`src/rtl/vram_bus_arbiter.sv`:
```
// VRAM bus arbiter: display fetcher has absolute priority, host accesses are held and issued in free cycles.
// Optional write protection of the tile area below PROTECT_TOP is enabled by defining VRAM_WRITE_PROTECT_EN.
module vram_bus_arbiter #(
    parameter int unsigned ADDR_W       = 16,
    parameter int unsigned DATA_W       = 8,
    parameter int unsigned STARVE_LIMIT = 64,
    parameter logic [ADDR_W-1:0] PROTECT_TOP = ADDR_W'(16'h1800)
) (
    input  logic              clk,
    input  logic              reset,
    input  logic              disp_req,
    input  logic [ADDR_W-1:0] disp_addr,
    output logic [DATA_W-1:0] disp_data,
    input  logic              host_req,
    input  logic              host_we,
    input  logic [ADDR_W-1:0] host_addr,
    input  logic [DATA_W-1:0] host_wdata,
    output logic              host_ack,
    output logic [DATA_W-1:0] host_rdata,
    output logic              host_busy,
    output logic              host_starved,
    output logic [7:0]        stall_count,
    output logic [ADDR_W-1:0] mem_addr,
    output logic              mem_we,
    output logic [DATA_W-1:0] mem_wdata,
    input  logic [DATA_W-1:0] mem_rdata
`ifdef VRAM_WRITE_PROTECT_EN
    ,
    output logic              prot_err
`endif
);

    localparam int unsigned CNT_W   = 8;
    localparam logic [CNT_W-1:0] CNT_MAX = CNT_W'(8'hFF);

    typedef enum logic [1:0] {
        IDLE  = 2'd0,
        PEND  = 2'd1,
        RDATA = 2'd2,
        ACK   = 2'd3
    } state_t;

    state_t            state;
    logic [ADDR_W-1:0] hold_addr;
    logic              hold_we;
    logic [DATA_W-1:0] hold_wdata;
    logic              issue;
    logic              blocked;

    // Host owns the bus only in a PEND cycle the display leaves free.
    assign issue = (state == PEND) && !disp_req;

`ifdef VRAM_WRITE_PROTECT_EN
    assign blocked = hold_we && (hold_addr < PROTECT_TOP);
`else
    assign blocked = 1'b0;
`endif

    assign mem_addr     = issue ? hold_addr : disp_addr;
    assign mem_we       = issue && hold_we && !blocked;
    assign mem_wdata    = hold_wdata;
    assign disp_data    = mem_rdata;
    assign host_busy    = (state != IDLE);
    assign host_starved = (32'(stall_count) >= STARVE_LIMIT);

    // Host transaction FSM; host_ack is high exactly in the ACK state.
    always_ff @(posedge clk or posedge reset) begin
        if (reset) begin
            state       <= IDLE;
            hold_addr   <= '0;
            hold_we     <= 1'b0;
            hold_wdata  <= '0;
            host_ack    <= 1'b0;
            host_rdata  <= '0;
            stall_count <= '0;
`ifdef VRAM_WRITE_PROTECT_EN
            prot_err    <= 1'b0;
`endif
        end else begin
            host_ack <= 1'b0;
            case (state)
                IDLE: begin
                    if (host_req) begin
                        hold_addr   <= host_addr;
                        hold_we     <= host_we;
                        hold_wdata  <= host_wdata;
                        stall_count <= '0;
                        state       <= PEND;
                    end
                end
                PEND: begin
                    if (disp_req) begin
                        if (stall_count != CNT_MAX) begin
                            stall_count <= stall_count + CNT_W'(1);
                        end
                    end else begin
                        state    <= hold_we ? ACK : RDATA;
                        host_ack <= hold_we;
`ifdef VRAM_WRITE_PROTECT_EN
                        if (blocked) begin
                            prot_err <= 1'b1;
                        end
`endif
                    end
                end
                RDATA: begin
                    host_rdata <= mem_rdata;
                    host_ack   <= 1'b1;
                    state      <= ACK;
                end
                ACK: begin
                    state <= IDLE;
                end
                default: begin
                    state <= IDLE;
                end
            endcase
        end
    end

endmodule
```
`config.mk`:
```
export PLATFORM = sky130hd
export DESIGN_NAME = vram_bus_arbiter
export DESIGN_NICKNAME = d
export VERILOG_FILES = /design/src/rtl/vram_bus_arbiter.sv
export SDC_FILE = /design/constraint.sdc
export NUM_CORES = 1
export LEC_CHECK = 0
export CAP_MARGIN = 5
export CORE_MARGIN = 10
export CORE_UTILIZATION = 37
export CTS_CLUSTER_SIZE = 10
export DETAILED_ROUTE_END_ITERATION = 10
export GPL_TIMING_DRIVEN = 0
export HOLD_SLACK_MARGIN = 0.02
export PLACE_DENSITY_LB_ADDON = 0.08
export SLEW_MARGIN = 5
export SYNTH_ARGS = -nofsm -noshare
export SYNTH_HDL_FRONTEND = slang
export SYNTH_SLANG_ARGS = --single-unit
```
`constraint.sdc`:
```
create_clock -name clk -period 1.5 [get_ports clk]
set_input_delay 0.15 -clock clk [delete_from_list [all_inputs] [get_ports clk]]
set_output_delay 0.15 -clock clk [all_outputs]
set_load 0.05 [all_outputs]
```
# Word level (Yosys, flattened, before mapping)
# Index checks and enable logic that the tools add are counted.
# op_classes
add_sub_neg	1
mul	0
div	0
order_cmp	1
eq_ne	8
n_shift	0
n_mux	11
bitwise_logic	0
reduce_logical	9
# ops
operator	count
$mux 8	3
$mux 16	1
$pmux 8 s2	1
$add 8x1->8 const B	1
$ge 8x7->1 const B	1
$ne 8x8->1 const B	1
$pmux 2 s4	1
$ne 2x2->1 const B	3
$eq 2x2->1 const B	2
$mux 2	2
$reduce_and 2->1	2
$reduce_and 4->1	1
$reduce_bool 2->1	2
$eq 2x1->1 const B	1
$logic_and 1x1->1	2
$logic_not 2->1	1
$mux 1	2
$ne 2x1->1 const B	1
$pmux 1 s2	1
$logic_not 1->1	1
# totals
reg_bits	44
latchBits	0
ram_bits	0
romBits	0
in_bits	53
wordCells	37
mem_count	0

# Depth between registers and ports, before layout
# Gate-level depths: netlist of run 1.
# logic_depth
depth_word	4
depth_mapped	8

# Worst setup path before layout of run 1
# OpenSTA, ideal clock, no wires.
# synth_timing
path_type	register -> register
startpoint	register stall_count[0]
endpoint	register stall_count[3]
setup_time_ns	0.138
t_arrival_ns	1.674
required_ns	1.362
setup_slack_ns	-0.311
path_stages_with_launch	6
path_buffers	1
synth_period_minus_slack_ns	1.811
path_cell_list	dfrtp_1 ha_1 nand4_1 o211ai_4 buf_2 o221ai_1
# synth_between
elab_chain_cells	4
# synth_rtl
element	line	rtl
start: declaration	22	output logic [7:0] stall_count,
start signal: assignment	94	stall_count <= stall_count + CNT_W'(1);
$add 8x1->8	94	
$mux 8	93	if (stall_count != CNT_MAX) begin
$mux 8	92	if (disp_req) begin
$pmux 8 s2	81	case (state)
# Several ways; a longest one is shown, not always the timed one. The select of a mux whose other input is x is not followed.
# A chain may end at the register's enable or synchronous reset.

# Worst setup path in the final report of run 1
# layout_timing
startpoint	register state[1]
endpoint	output mem_addr[5]
# layout_between
elab_chain_cells	3
# layout_rtl
element	line	rtl
start: declaration	43	state_t state;
start signal: assignment	97	state <= hold_we ? ACK : RDATA;
$eq 2x1->1	51	assign issue = (state == PEND) && !disp_req;
$logic_and 1x1->1	51	
$mux 16	59	assign mem_addr = issue ? hold_addr : disp_addr;
end: declaration	23	output logic [ADDR_W-1:0] mem_addr,
# No other way between the ends.

==> run metrics, run 1 <==
# rows 27; CTS tree built; Clock transition at path regs 90 ps; post-DP HPWL 4660 um; Slew headroom 0.652; crit path DAT 1670 ps; Req. time, crit path 1350 ps; Post-DRT Antenna Nets 0; clock insertion delay at the later pin of the skew report 300 ps; Pre-antenna DRT Iters 4; Die Height 96.5 um; initial antenna violation count 0; CP Launch Type flip-flop; min cycle time layout 1820 ps; PwrDens 2120 mW/mm2; min-delay worst type input pin to asynchronous set/reset pin; gpl congestion 0.758; synth unique cells 28; Final setup viols 61; sequential-to-total area share from yosys stat 0.508; vias in the first global route 1758; Via Count 1838; Diodes inserted 0; CTS Buf Count 5; Crit. End Element output pin; Total Wirelength 6510 um; area leader, netlist dfrtp_1; largest net degree at the start of global routing 32; worst-path fanout max 5; Layout Skew 8.89 ps; I/O Buffers 104; CTS max path bufs 2; status finished, violations left; Final Hold Vio Count 0; Critical Setup Path Class flip-flop to output pin; Syn Nets 232; top cells by area, synth dfrtp_1 51%, mux2_2 27%, ha_1 3.5%; post-synthesis register bit count 44; P&R area growth vs syn 79.6%; Fmax achieved 551 MHz; Wirelength per Cell 17.5 um; I/O pin count 105; CTS sink cnt 44; unrepaired setup endpoints after global routing yes; GRT Residual Overflow 0; leak pwr 1.79 nW; synth warn 0; Via density 4.94; top-area cell type share of the netlist area 0.508; first-pass GRT wire length 9400 um; share of cells above drive strength 1 0.443; Starting Density 0.386; VDD IR-drop max 1.22 mV; MaxCap Viol Count 0; die span in x 96.5 um; die area 0.00932 mm2; crit share post-route 1.21; max-slew violations 0; failing checks setup timing; htree depth 2; Residual DRC 0; final net count 358; core footprint 0.00561 mm2; pre-CTS WS -801 ps; Initial DRC Count 38; setup ws final -315 ps; Synth Instances 173; GRT Util Overall 0.128; worst slew pin tran 524 ps; hold_ws 129 ps; synthesized area 0.00217 mm2; Root Buffer clkbuf_8; Avg Inst Size Synth 12.5 um2
## logic make-up (layout without fill, tap and decap cells)
group                    after synthesis  count (layout)  synth area share
multiplexers                          51              51             0.265
AND/OR/NAND/NOR                       36              36            0.0849
adder cells (fa/ha/maj)                6               6            0.0346
flip-flops                            44              44             0.508
AO/OA/AOI/OAI                         14              14            0.0514
buffers and inverters                 22             149            0.0560
## routing by layer
metal	GRT usage	wire length [um]	vias up	share of wire
li1	-	-	858	-
met1	0.175	2860	903	0.44
met2	0.193	2970	73	0.46
met3	0.0424	638	4	0.098
met4	0.0254	35	0	0.0054
met5	0	0	-	0
## critical path, stage by stage (launching register included)
cell and delay [ps]:
dfrtp_1 400, inv_2 90, ha_4 160, nand2b_4 100, buf_8 160, mux2_4 310, buf_8 150
## final timing paths
kind,start,end,slack [ps],cells after the start
min reg2reg,mem_wdata[7]$_DFFE_PP0P_,mem_wdata[7]$_DFFE_PP0P_,500,1
min,reset,stall_count[5]$_DFFE_PP0P_,130,2
max,state[1]$_DFFE_PP0P_,mem_addr[5],-320,6
max reg2reg,state[0]$_DFFE_PP0P_,stall_count[6]$_DFFE_PP0P_,-250,6
max in group asynchronous,reset,stall_count[2]$_DFFE_PP0P_,890,3
min in group clk,host_addr[14],hold_addr[14]$_DFFE_PP0P_,460,2
## cell usage in the layout, fill, tap and decap left out, types with 2 or more instances in the layout
| master | instances |
|---|---|
| nand3_1 | 4 |
| buf_16 | 2 |
| o21ai_1 | 2 |
| nand2_1 | 13 |
| mux2_4 | 23 |
| inv_2 | 2 |
| clkinvlp_4 | 3 |
| nor2_1 | 2 |
| nor3_2 | 2 |
| buf_6 | 16 |
| ha_4 | 4 |
| buf_4 | 14 |
| clkdlybuf4s50_1 | 52 |
| nand4_1 | 2 |
| o221ai_1 | 3 |
| clkbuf_8 | 5 |
| ha_1 | 2 |
| a21oi_1 | 2 |
| inv_1 | 3 |
| dlygate4sd2_1 | 33 |
| dfrtp_1 | 37 |
| buf_8 | 14 |
| or4_1 | 3 |
| dfrtp_2 | 7 |
| nand3b_1 | 2 |
| mux2_2 | 28 |
| and3_1 | 2 |
## cell type report
cell class,instances,area [um2]
clock inverter,3,23.8
multi-input combinational,107,1150
tap,72,90.1
clock buffer,5,68.8
fill,459,1720
timing repair buffer,122,1300
buffer,12,109
sequential,44,1110
inverter,7,37.5
## Yosys cell counts, drive strengths merged
cell type  count
nor2           2
a21oi          2
nand3          4
buf           13
o21bai         1
nand3b         2
nor2b          1
a21o           1
clkbuf         2
o221ai         3
nand4          2
a2111oi        1
nand2b         2
mux2          51
a31oi          1
ha             6
a211o          1
or2            1
nor3           2
o21ai          3
dfrtp         44
and3           3
o211ai         1
or4            3
nand2         14
inv            7
## per-stage QoR
step	cell area, um2	TNS [ps]	std cells	util	power (mW)
2_1_floorplan	2290	-780	173	-	5.43
3_3_place_gp	3420	-48430	349	0.610	6.81
3_5_place_dp	3440	-19650	350	0.614	6.87
4_1_cts	3790	-13390	372	0.676	8.06
5_1_grt	3890	-14670	372	0.694	8.72
6_report	3890	-11200	372	0.694	8.26
## registers in the layout (all words and copies together) (netlist names)
| signal | flops |
|---|---|
| mem_wdata | 8 |
| state | 2 |
| host_rdata | 8 |
| hold_addr | 16 |
| host_ack | 1 |
| stall_count | 8 |
| hold_we | 1 |
## timing repair
item / in CTS / in global routing
pin swaps: 2 / 4
hold buffers: 0 / 0
cloned: 3 / 1
resized for setup: 198 / 27
setup buffers: 12 / 2
setup endpoints to repair: 88 / 54
## power by group
group	total [mW]	switching (mW)	leakage [nW]	internal [mW]
combinational	5.31	2.97	1.23	2.34
sequential	2.20	0.410	0.525	1.79
clock	0.756	0.426	0.0404	0.330
total	8.26	3.80	1.79	4.46
Power figures use the tool's default switching activity.
==> inputs of run 2 (changes only) <==
SLEW_MARGIN = unset   (was 5)
==> results of run 2 <==
Final layout, timing and power as in run 1 (identical DEF).
